## config.mk

```make
export PLATFORM = sky130hd
export DESIGN_NAME = demux4_sched
export DESIGN_NICKNAME = d
export VERILOG_FILES = /design/src/rtl/demux4_sched.sv
export SDC_FILE = /design/constraint.sdc
export NUM_CORES = 1
export LEC_CHECK = 0
export CORE_MARGIN = 8
export CORE_UTILIZATION = 38
export CTS_CLUSTER_SIZE = 12
export DETAILED_ROUTE_END_ITERATION = 8
export PLACE_DENSITY = 0.85
export SYNTH_ARGS = -nofsm -noshare
export SYNTH_HDL_FRONTEND = slang
export SYNTH_SLANG_ARGS = --single-unit
```

## constraint.sdc

```tcl
create_clock -name clk -period 5.05 [get_ports clk]
set_clock_uncertainty 0.15 [all_clocks]
set_input_delay 0.505 -clock clk [delete_from_list [all_inputs] [get_ports clk]]
set_output_delay 0.505 -clock clk [all_outputs]
set_load 0.05 [all_outputs]
```

## src/rtl/demux4_sched.sv

```systemverilog
// 1-to-4 demux sequencer: one holding register feeds four lanes, addressed or round-robin.
// Optional macro DEMUX4_SCHED_CNT_EN adds per-lane 8-bit delivery counters on lane_cnt.
module demux4_sched #(
  parameter int DATA_W = 8
) (
  input  logic              clk,
  input  logic              rst_n,
  input  logic              in_valid,
  input  logic [DATA_W-1:0] in_data,
  input  logic [1:0]        in_dest,
  input  logic              in_mode,
  output logic              in_ready,
  input  logic [3:0]        lane_en,
  output logic [3:0]        out_valid,
  output logic [DATA_W-1:0] out_data,
  input  logic [3:0]        out_ready,
  output logic              drop,
  output logic [31:0]       lane_cnt
);

  typedef enum logic {EMPTY = 1'b0, FULL = 1'b1} state_e;

  state_e              state_q, state_d;
  logic [1:0]          hold_lane_q, hold_lane_d;
  logic [DATA_W-1:0]   hold_data_q, hold_data_d;
  logic [1:0]          rr_ptr_q, rr_ptr_d;
  logic                drop_q, drop_d;

  logic                fire_out_s;
  logic                fire_in_s;
  logic [1:0]          sel_lane_s;
  logic                lane_ok_s;
  logic [2:0]          rr_pick_s;

  // First enabled lane at or after ptr (mod 4); result is {found, lane}.
  function automatic logic [2:0] rr_pick(input logic [3:0] en, input logic [1:0] ptr);
    logic [2:0] res;
    logic [1:0] idx;
    res = 3'b000;
    for (int i = 3; i >= 0; i--) begin
      idx = ptr + 2'(i);
      if (en[idx]) res = {1'b1, idx};
    end
    return res;
  endfunction

  assign fire_out_s = (state_q == FULL) && out_ready[hold_lane_q];
  assign in_ready   = (state_q == EMPTY) || fire_out_s;
  assign fire_in_s  = in_valid && in_ready;
  assign rr_pick_s  = rr_pick(lane_en, rr_ptr_q);

  assign out_valid = (state_q == FULL) ? (4'b0001 << hold_lane_q) : 4'b0000;
  assign out_data  = hold_data_q;
  assign drop      = drop_q;

  // Lane selection for the word currently offered by the producer.
  always_comb begin
    sel_lane_s = in_dest;
    lane_ok_s  = lane_en[in_dest];
    if (in_mode) begin
      sel_lane_s = rr_pick_s[1:0];
      lane_ok_s  = rr_pick_s[2];
    end else begin
      sel_lane_s = in_dest;
      lane_ok_s  = lane_en[in_dest];
    end
  end

  // Next-state logic for the holding stage and round-robin pointer.
  always_comb begin
    state_d     = state_q;
    hold_lane_d = hold_lane_q;
    hold_data_d = hold_data_q;
    rr_ptr_d    = rr_ptr_q;
    drop_d      = 1'b0;
    if (fire_in_s && !lane_ok_s) begin
      drop_d = 1'b1;
    end else begin
      drop_d = 1'b0;
    end
    if (fire_in_s && lane_ok_s && in_mode) begin
      rr_ptr_d = sel_lane_s + 2'd1;
    end else begin
      rr_ptr_d = rr_ptr_q;
    end
    case (state_q)
      EMPTY: begin
        if (fire_in_s && lane_ok_s) begin
          state_d     = FULL;
          hold_lane_d = sel_lane_s;
          hold_data_d = in_data;
        end else begin
          state_d = EMPTY;
        end
      end
      FULL: begin
        // A discarded word arriving on the delivering edge still empties the stage.
        if (fire_in_s && lane_ok_s) begin
          state_d     = FULL;
          hold_lane_d = sel_lane_s;
          hold_data_d = in_data;
        end else if (fire_out_s) begin
          state_d = EMPTY;
        end else begin
          state_d = FULL;
        end
      end
      default: begin
        state_d = EMPTY;
      end
    endcase
  end

  // Holding stage, pointer and drop pulse registers.
  always_ff @(posedge clk) begin
    if (!rst_n) begin
      state_q     <= EMPTY;
      hold_lane_q <= 2'd0;
      hold_data_q <= '0;
      rr_ptr_q    <= 2'd0;
      drop_q      <= 1'b0;
    end else begin
      state_q     <= state_d;
      hold_lane_q <= hold_lane_d;
      hold_data_q <= hold_data_d;
      rr_ptr_q    <= rr_ptr_d;
      drop_q      <= drop_d;
    end
  end

`ifdef DEMUX4_SCHED_CNT_EN
  logic [7:0] cnt_q [4];

  // Per-lane delivery counters, wrapping at 255.
  always_ff @(posedge clk) begin
    if (!rst_n) begin
      for (int k = 0; k < 4; k++) cnt_q[k] <= 8'd0;
    end else begin
      for (int k = 0; k < 4; k++) begin
        if (fire_out_s && (hold_lane_q == 2'(k))) cnt_q[k] <= cnt_q[k] + 8'd1;
        else cnt_q[k] <= cnt_q[k];
      end
    end
  end

  assign lane_cnt = {cnt_q[3], cnt_q[2], cnt_q[1], cnt_q[0]};
`else
  assign lane_cnt = 32'd0;
`endif

endmodule

```

After elaboration in Yosys (flattened, before gate mapping). Cells that the tools add are included.

Logic and storage cells: 50. Register bits after elaboration: 14. Input port bits: 22. Output and inout bits: 46.

Bitwise logic cells: 1. Reductions and logical operators: 7. Multiplexer cells: 26. Shifts and indexed selects: 1. Add/sub/neg operators: 4. Order comparisons: 6.

Operator list (count): 2-bit by 3-bit < comparator with 1-bit output, second input constant (6); 1-bit binary-select mux with 2-bit select (6); 3-bit two-way mux (4); 1-bit two-way mux (11); 8-bit two-way mux (1); 1-bit logical AND (5); 2-bit by 1-bit adder with 2-bit output, second input constant (2); 2-bit adder, second input constant (2); 2-bit two-way mux (2); 4-bit two-way mux (1); 1-bit by 2-bit left shift with 4-bit output, first input constant (1); 1-bit one-hot mux with 2 select lines (1); 1-bit zero test (1); 1-bit logical OR (1); 1-bit NOT (1).

Logic depth before layout (Yosys ltp).
Word-level depth: 11. Depth in mapped cells: 7. Depth with buffers taken out: 5.

Worst setup path after synthesis. OpenSTA, ideal clock, no wires.

Path kind: input to register. From: input port in_dest[0]. To: register rr_ptr_q[1]. Path buffers: 2. Data required time: 4.774 ns. Slack: 3.068 ns. Stages on the path: 7. Data arrival time: 1.706 ns. Path through: mux2i_1 -> a22o_1 -> or3b_1 -> buf_6 -> buf_12 -> o211ai_1 -> o41ai_1.

Longest elaborated chain between the ends: 5. Elaborated cells between the ends (all ways): 7.

RTL lines: start, declared (line 10) `input logic [1:0] in_dest,`; 1-bit binary-select mux with 2-bit select (line 65) `lane_ok_s = lane_en[in_dest];`; 1-bit two-way mux (implied by the code) (line 65); 1-bit two-way mux (line 60) `if (in_mode) begin`; 1-bit logical AND (2 in series) (line 81) `if (fire_in_s && lane_ok_s && in_mode) begin`; end signal, assigned (line 126) `rr_ptr_q <= rr_ptr_d;`; end, declared (line 26) `logic [1:0] rr_ptr_q, rr_ptr_d;`.

Several ways; a longest one is shown, not always the timed one. The select of a mux whose other input is x is not followed. A chain may end at the register's enable or synchronous reset.

Worst setup path in the final report.
From: input port out_ready[1]. To: output port in_ready.

Longest elaborated chain between the ends: 4.

RTL lines: start, declared (line 16) `input logic [3:0] out_ready,`; 1-bit binary-select mux with 2-bit select (line 47) `assign fire_out_s = (state_q == FULL) && out_ready[hold_lane_q];`; 1-bit two-way mux (implied by the code) (line 47); 1-bit logical AND (line 47); 1-bit logical OR (line 48) `assign in_ready = (state_q == EMPTY) || fire_out_s;`; end, declared (line 12) `output logic in_ready,`.

Every way passes these cells. The select of a mux whose other input is x is not followed.

==> summary.txt <==
Status
  • Status: finished clean

Setup path
  • CP max FO: 3
  • Arr. time, crit path: 2.14 ns
  • CP Capture Type: output pin
  • CP startpoint kind: input pin
  • CP required: 4.39 ns
  • Critical path class: in2out

Global route
  • Gr ovfl total: 0
  • Vias in the first global route: 836
  • Total track usage: 10.2%
  • Pin count of the biggest net entering global routing: 17
  • Initial antenna violation count: 0
  • First-pass GRT wire length: 3700 um

Min path
  • Hold Crit Class: reg2reg

Clock tree
  • Cts bufs inserted: 3
  • Worst-skew pair later-pin latency: between 0.2 and 0.3 ns
  • CTS tree: done
  • Clock-pin slew on the worst setup and hold paths: 0.08 ns
  • CTS Sinks: 14
  • CTS Buffer Depth: 2
  • Setup Fix Bufs, Post-CTS: 0
  • CTS Hold Buffers Added: 0
  • Cell chosen for the clock root: clkbuf_4
  • Htree depth: 1
  • Post-cts repair resize count: 0

Synth
  • Synth Cell Area: 0.00102 mm^2
  • Post-synth top flop: dfxtp_1
  • Number of synthesized flops with an enable pin: 0
  • Yosys reg bits: 14
  • Synth Area in Simple Gates: around 15%
  • Seq/Total Area, Yosys: 27.6%
  • Post-synthesis area per instance: 8.34 um^2
  • Synth Warn #: 0
  • Mux cell area share after synthesis: 13.0%
  • Netlist cell types: 27
  • Adder-Cell Fraction of Synth Area: 0%
  • Fraction of registers with async set/reset: 0%
  • Synth Area in Compound Gates: 13.4%
  • Largest family of logic cells by synthesized area: buffers and inverters
  • Cells after Synth: 122
  • Post-synthesis xor/xnor area fraction: less than 1%

Route
  • Via count: 854
  • Routed Antenna Nets: 0
  • Uppermost layer routed: met4
  • Residual DRC: 0
  • Vias per inst: 4.62
  • Routed WL per cell: 13.0 um
  • WL met3: 298 um
  • 1st-iter DRT viols: 23
  • Pre-antenna DRT Iters: 4
  • Detailed Route WL: approximately 2400 um
  • Routed wl met2: 1260 um
  • Routed metal-1 wirelength: 811 um

Placement
  • Post-DP HPWL: ~2000 um
  • Dpl cells: approximately 180
  • Routability cong.: 0.807
  • IO buf count: 35
  • DP Worst Slack: 2.23 ns

Floorplanning
  • Initial core utilization: 40.7%
  • Core ar.: ~0.0025 mm^2
  • DIE AREA: around 0.0046 mm^2
  • Top Ports: 68
  • Horiz. Die Dim: around 68 um
  • Row Count: 18
  • Die Y: 67.7 um

Timing
  • Slew HR: 52.8%
  • RSZ-0062 raised after global routing: no
  • Setup TNS: 0 ns
  • Post-layout min period: 2.80 ns
  • Worst Setup Slack, final: 2.25 ns
  • Final Hold Fails: 0
  • Period utilization: 55.4%
  • Fin. max-slew vios: 0
  • Hold WS: 0.346 ns
  • Worst-Margin Slew: 0.708 ns
  • Maximum clock frequency: 0.357 GHz
  • # setup viols final: 0

Cells and area
  • # diodes: 0
  • Nets: 179
  • Layout cell share with drive strength beyond 1: between 4 and 5%
  • Area growth, synth to finish: 24.4%
  • Non-Filler Instances: between 150 and 200

Power
  • P per Cell Area: 270 mW/mm^2
  • Leak Pwr: roughly 0.56 nW
  • Peak VDD IR: 0.186 mV
  • Power, Total: 0.000341 W

Flow run
  • Max-cap viol count: 0
-- Yosys cell counts (2+ instances only) --
library cell  number  area share [%]
mux2i_1           11              11
dfxtp_1           14              28
o41ai_1            2             1.7
o22a_1             2             1.7
nand2b_1           3             1.8
inv_1              6             2.2
a21oi_1            6             3.0
nand2_1            5             1.8
o211ai_1           2             1.5
nor2_1            17             6.3
buf_4             32              24
nor2b_1            2             1.2
clkbuf_1           2            0.74
nor3_1             4             2.0
mux2_2             2             2.2
-- worst paths after layout --
check	depth (start not counted)	startpoint	to	slack, ns
min reg2reg	2	out_data[2]	out_data[2]	0.35
max reg2reg	5	hold_lane_q[0]	hold_lane_q[0]	2.86
min	2	out_data[2]	out_data[2]	0.35
max	4	out_ready[1]	in_ready	2.25
-- cell families after synthesis --
family / after synthesis
compound gates: 17
xor+xnor: 1
buf+inv: 42
flops: 14
mux: 13
other cells: 1
simple gates: 34
-- cells in the final DEF (no fill, tap or decap), types with 2 or more instances in the layout --
| master | Yosys | final |
|---|---|---|
| clkbuf_4 | 0 | 3 |
| a21oi_1 | 6 | 6 |
| nand2_1 | 5 | 5 |
| dfxtp_1 | 14 | 14 |
| inv_1 | 6 | 6 |
| conb_1 | 1 | 32 |
| mux2_2 | 2 | 2 |
| o22a_1 | 2 | 2 |
| o41ai_1 | 2 | 2 |
| nand2b_1 | 3 | 3 |
| nor2_1 | 17 | 17 |
| o211ai_1 | 2 | 2 |
| nor3_1 | 4 | 4 |
| clkdlybuf4s50_1 | 0 | 35 |
| mux2i_1 | 11 | 11 |
| nor2b_1 | 2 | 2 |
-- critical path, stage by stage --
cell	delay [ns]
clkdlybuf4s50_1	0.45
mux2_2	0.17
o22a_1	0.19
clkdlybuf4s50_1	0.83
-- through the flow --
step	cell area, um^2	util, %
final	1260	50.6
after global routing	1260	50.6
after CTS	1260	50.6
after detailed placement	1240	49.7
after global placement	1240	49.7
after floorplan	1130	-
-- sequential cells by signal (all words and copies together), names as in the netlist --
register     count
hold_lane_q      2
rr_ptr_q         2
out_data         8
state_q          1
drop             1
-- final cells by class --
class                      instances  area [um^2]
tap                               30         37.5
sequential                        14          280
inverter                           6         22.5
clock buffer                       3         22.5
timing repair buffer              35          350
fill                             242         1230
multi-input combinational         97          552
-- routing by layer --
layer	global-route usage, %	vias up
met1	9.25	389
met2	19.4	45
met5	0	-
met3	4.64	4
met4	3.92	0
li1	-	416
-- power breakdown --
| part | internal [W] | switching [W] | total [W] |
|---|---|---|---|
| Combinational | 0.0000451 | 0.000109 | 0.000154 |
| Sequential | 0.000119 | 0.00000591 | 0.000125 |
| Clock | 0.0000276 | 0.0000351 | 0.0000627 |
Note: power is estimated with default switching activity, not from simulation.
==> variant 1 (config.mk and constraints unchanged) <==
Add an input register stage for `in_mode`; this delays it by one clock. The other inputs are not delayed to match.
--- a/src/rtl/demux4_sched.sv
+++ b/src/rtl/demux4_sched.sv
@@ -20,4 +20,10 @@
 
   typedef enum logic {EMPTY = 1'b0, FULL = 1'b1} state_e;
+
+  logic in_mode_q;
+
+  always_ff @(posedge clk) begin
+    in_mode_q <= in_mode;
+  end
 
   state_e              state_q, state_d;
@@ -58,5 +64,5 @@
     sel_lane_s = in_dest;
     lane_ok_s  = lane_en[in_dest];
-    if (in_mode) begin
+    if (in_mode_q) begin
       sel_lane_s = rr_pick_s[1:0];
       lane_ok_s  = rr_pick_s[2];
@@ -79,5 +85,5 @@
       drop_d = 1'b0;
     end
-    if (fire_in_s && lane_ok_s && in_mode) begin
+    if (fire_in_s && lane_ok_s && in_mode_q) begin
       rr_ptr_d = sel_lane_s + 2'd1;
     end else begin
Function: changed (a bounded check fails within 4 cycles, from zero or initial values and one cycle with rst_n low).
==> variant 1 against the original RTL <==
- area after synthesis grew 2.0%
- routed wire length shrank 11%
- non-clock buffer count is the same
- sequential cell count grew 1
- cell count grew 1.6%
- cell area grew 2.0%
- first-iteration DRC count shrank 17%
- worst setup slack lost 0.0028 ns
- power grew 3.5%
- core utilization shrank 2.2 points
- highest routed layer is now met3
==> variant 1: results (changes against the original RTL) <==
Run status
  – Status: finished, final reports clean

GRT
  – Initial antenna violation count: 0 (unchanged)
  – Largest net degree at the start of global routing: 17 (unchanged)
  – GRT Util Overall: 8.39% (-1.8 points)
  – Grt ovf: 0 (unchanged)
  – Global-route wire length before repair: 3090 um (-16%)
  – Vias in the first global route: 717 (-14%)

Detailed routing
  – DR vias: 822 (-3.7%)
  – Final WL: 2140 um (-11%)
  – 1st-iter DRT viols: 19 (-17%)
  – Drt first pass iters: 4 (unchanged)

Worst hold path
  – Worst hold path depth: 2 (unchanged)
  – Worst Hold End: out_data[7]
  – Worst hold start: out_data[7]
  – HP Class: flip-flop to flip-flop

Setup path
  – Worst r2r dst: hold_lane_q[0]
  – CP arrival: 2.15 ns
  – Reg2reg setup slack: 2.89 ns (+0.03 ns)
  – R2R Path Start: hold_lane_q[0]
  – Timing endpoint of the critical path: in_ready
  – Setup crit start: out_ready[0]
  – Crit Path Max Fanout: 3 (unchanged)
  – R2R cell count: 5 (unchanged)

Power and ir drop
  – Leak: 0.569 nW (+1.7%)
  – Worst VDD drop: 0.000188 V (+1.2%)

Timing
  – Rel. slew slack: 54.8% (+2.0 points)
  – Hold Slack: 0.347 ns (+0.000385 ns)

Yosys
  – Synth warnings: 0 (unchanged)
  – Top cells by instance count after synthesis: 32 x buf_4, 17 x nor2_1, 15 x dfxtp_1, 11 x mux2i_1
  – Synth unique cells: 27 (unchanged)
  – Sequential share of the synthesized area: 29.0% (+1.4 points)
  – Async SR Flop Fraction: 0% (unchanged)
  – Dominant cells by area after synthesis: dfxtp_1 29%, buf_4 23%, mux2i_1 11%

Placed design
  – PortBufs: 35 (unchanged)
  – Placer Congestion: 0.777 (-3.7%)
  – Detailed placement HPWL: 1820 um (-9.3%)

Layout
  – Number of flip-flops under the largest register name: 8 (unchanged)
  – Ratio of cells with drive above 1 in the final layout: 4.46% (-0.058 points)
  – Nets: 180 (+0.56%)
  – Number of diodes: 0 (unchanged)

Clocking
  – Total CTS buffers: 3 (unchanged)
  – Post-CTS Setup Inserts: 0 (unchanged)
  – Clock root cell: clkbuf_4
  – Max Buffers Root-to-Sink: 2 (unchanged)
  – Worst-Skew Late Latency: 0.28 ns
  – Clock slew at reported path FFs: 0.08 ns (about the same)
  – Htree depth: 1 (unchanged)
  – Post-CTS sizing: 0 (unchanged)
==> variant 1: cell types whose count changed in the layout (fill, tap and decap cells not counted), sizes merged <==
cell    change
clkbuf      +1
dfxtp       +1
==> variant 1: cells by family after synthesis <==
family	Yosys count	share of synthesized area, %
AO/OA/AOI/OAI	17	13.1
flip-flops	15	29.0
XOR/XNOR	1	0.845
AND/OR/NAND/NOR	34	14.8
buffers and inverters	42	29.1
other	1	0.362
multiplexers	13	12.8
==> variant 1: metal layers <==
layer / GRT usage (%) / share of wire (%)
met1: 9.44 / 39
met2: 13.6 / 47
met5: 0 / 0
met4: 2.81 / 0
met3: 4.09 / 13
==> variant 1: metrics by stage <==
| step | setup slack [ns] | total power [W] | cells | area (um2) |
|---|---|---|---|---|
| after detailed placement | 2.24 | 0.000288 | 184 | 1260 |
| after global placement | 2.26 | 0.000288 | 184 | 1260 |
| final | 2.25 | 0.000353 | 188 | 1290 |
| after global routing | 2.20 | 0.000373 | 188 | 1290 |
| after floorplan | 3.07 | 0.000274 | 154 | 1150 |
| after CTS | 2.24 | 0.000358 | 188 | 1290 |
==> variant 1: worst max-delay path, stage by stage <==
cell and delay, ns:
clkdlybuf4s50_1 0.46, mux2_2 0.17, o22a_1 0.18, clkdlybuf4s50_1 0.83
==> variant 1: layout make-up <==
| class | instances | area [um2] |
|---|---|---|
| Clock buffer | 4 | 26.3 |
| Fill cell | 276 | 1370 |
| Inverter | 6 | 22.5 |
| Multi-Input combinational cell | 97 | 552 |
| Sequential cell | 15 | 300 |
| Tap cell | 31 | 38.8 |
| Timing Repair Buffer | 35 | 350 |
==> variant 1: power by group <==
group | total [W] | switching, W | internal, W
Combinational | 0.000153 | 0.000107 | 0.0000452
Clock | 0.0000673 | 0.0000366 | 0.0000307
Sequential | 0.000133 | 0.00000616 | 0.000127
==> variant 2 (same settings) <==
Without the edit above. Change the parameter `DATA_W` from 8 to 12.
--- a/src/rtl/demux4_sched.sv
+++ b/src/rtl/demux4_sched.sv
@@ -2,5 +2,5 @@
 // Optional macro DEMUX4_SCHED_CNT_EN adds per-lane 8-bit delivery counters on lane_cnt.
 module demux4_sched #(
-  parameter int DATA_W = 8
+  parameter int DATA_W = 12
 ) (
   input  logic              clk,
Ports: changed (resized in_data and out_data); port bits go from 68 to 76. The function was not compared with the original's and may differ.
==> variant 2 against the original RTL <==
- routed wire length is 14% higher
- sequential cell count up 4
- cell area grew 25%
- clock power grew 44%
- non-clock buffer count is 8 higher
- count of clock-buffer cells in the layout rose by 1
- cell count up 19%
- sequential share of layout area is 0.72 points higher
- synthesized cell count up 11%
- power increased by 25%
- area after synthesis is 23% higher
- largest cell class unchanged
- worst setup slack gained 0.020 ns
- global-route usage shrank 0.74 points
==> variant 2: results (changes against the original RTL) <==
Run status
  – Status: finished, final reports clean

Power and ir drop
  – Internal power: 0.000254 W (+33%)
  – Leak: 0.682 nW (+22%)
  – Worst VDD drop: 0.0000951 V (-49%)

GRT
  – GRT Util Overall: 9.50% (-0.74 points)
  – Vias in the first global route: 935 (+12%)
  – Global-route wire length before repair: 4040 um (+9.3%)
  – Largest net degree at the start of global routing: 21 (+4)

Setup path
  – CP arrival: 2.12 ns (-0.02 ns)
  – Crit Path Max Fanout: 4 (+1)
  – Cell family with most CP delay: buffers and inverters
  – R2R Path Start: hold_lane_q[1]
  – Setup crit start: out_ready[3]
  – Worst r2r dst: rr_ptr_q[1]

Yosys
  – Dominant cells by area after synthesis: dfxtp_1 29%, buf_4 20%, mux2i_1 14%
  – Top cells by instance count after synthesis: 34 x buf_4, 18 x dfxtp_1, 17 x mux2i_1, 14 x nor2b_1
  – Sequential share of the synthesized area: 28.9% (+1.3 points)
  – Synth unique cells: 36 (+33%)

Placed design
  – Detailed placement HPWL: 2190 um (+9.1%)
  – Placer Congestion: 0.786 (-2.6%)
  – PortBufs: 43 (+23%)

Timing
  – Rel. slew slack: 61.9% (+9.1 points)

Clocking
  – Worst-Skew Late Latency: 0.30 ns (+0.03 ns)

Detailed routing
  – DR vias: 959 (+12%)
  – 1st-iter DRT viols: 37 (+61%)

Layout
  – Number of flip-flops under the largest register name: 12 (+4)
-- variant 2: per-stage QoR --
step	hold WS (ns)	util, %	setup slack (ns)	std cells
after floorplan	0.386	-	3.08	167
after global placement	0.346	47.6	2.30	216
after detailed placement	0.355	47.6	2.27	216
after CTS	0.382	48.7	2.26	220
after global routing	0.409	48.7	2.24	220
final	0.374	48.7	2.27	220
-- variant 2: power groups by stage --
stage | sequential, W | combinational, W | clock (W)
2_1_floorplan | 0.000186 | 0.000135 | 0
3_3_place_gp | 0.000163 | 0.000175 | 0
3_5_place_dp | 0.000164 | 0.000177 | 0
4_1_cts | 0.000161 | 0.000177 | 0.0000953
5_1_grt | 0.000163 | 0.000186 | 0.000101
6_report | 0.000161 | 0.000176 | 0.0000904
-- variant 2: logic make-up (layout without fill, tap and decap cells) --
kind of cell	after synthesis	in the layout	share of synthesized area (%)
buffers and inverters	44	51	26.3
and+or+nand+nor	35	35	16.5
AOI/OAI and AO/OA	19	19	12.5
muxes	18	18	14.8
DFF	18	18	28.9
other	1	32	0.301
xor gates and xnor gates	1	1	0.702
-- variant 2: tightest hold or removal path, delay by kind of cell (launching register included) --
family | cells | cell delay (ns)
flops | 1 | 0.34
simple gates | 1 | 0.09
mux | 1 | 0.06
-- variant 2: worst min-delay path by stage --
stage | slack (ns) | from | end | cells after the start
6_report | 0.37 | out_data[5] | out_data[5] | 2
2_1_floorplan | 0.39 | hold_lane_q[0] | hold_lane_q[0] | 2
4_1_cts | 0.38 | out_data[5] | out_data[5] | 2
3_5_place_dp | 0.36 | out_data[5] | out_data[5] | 2
3_3_place_gp | 0.35 | out_data[1] | out_data[1] | 2
5_1_grt | 0.41 | out_data[5] | out_data[5] | 2
-- variant 2: per-layer routing --
metal	GRT usage (%)	vias to the layer above	share of wire, %
met2	16.3	41	50
met5	0	-	0
met1	10.2	440	41
met4	5.99	0	1.9
li1	-	474	-
met3	2.32	4	6.8
-- variant 2: final cells by class --
cell class | instances | area (um2)
clock buffers | 4 | 36.3
fillers | 323 | 1660
inverters | 4 | 15.0
multi-input cells | 105 | 676
flip-flops and latches | 18 | 360
well taps | 46 | 57.6
repair buffers | 43 | 430
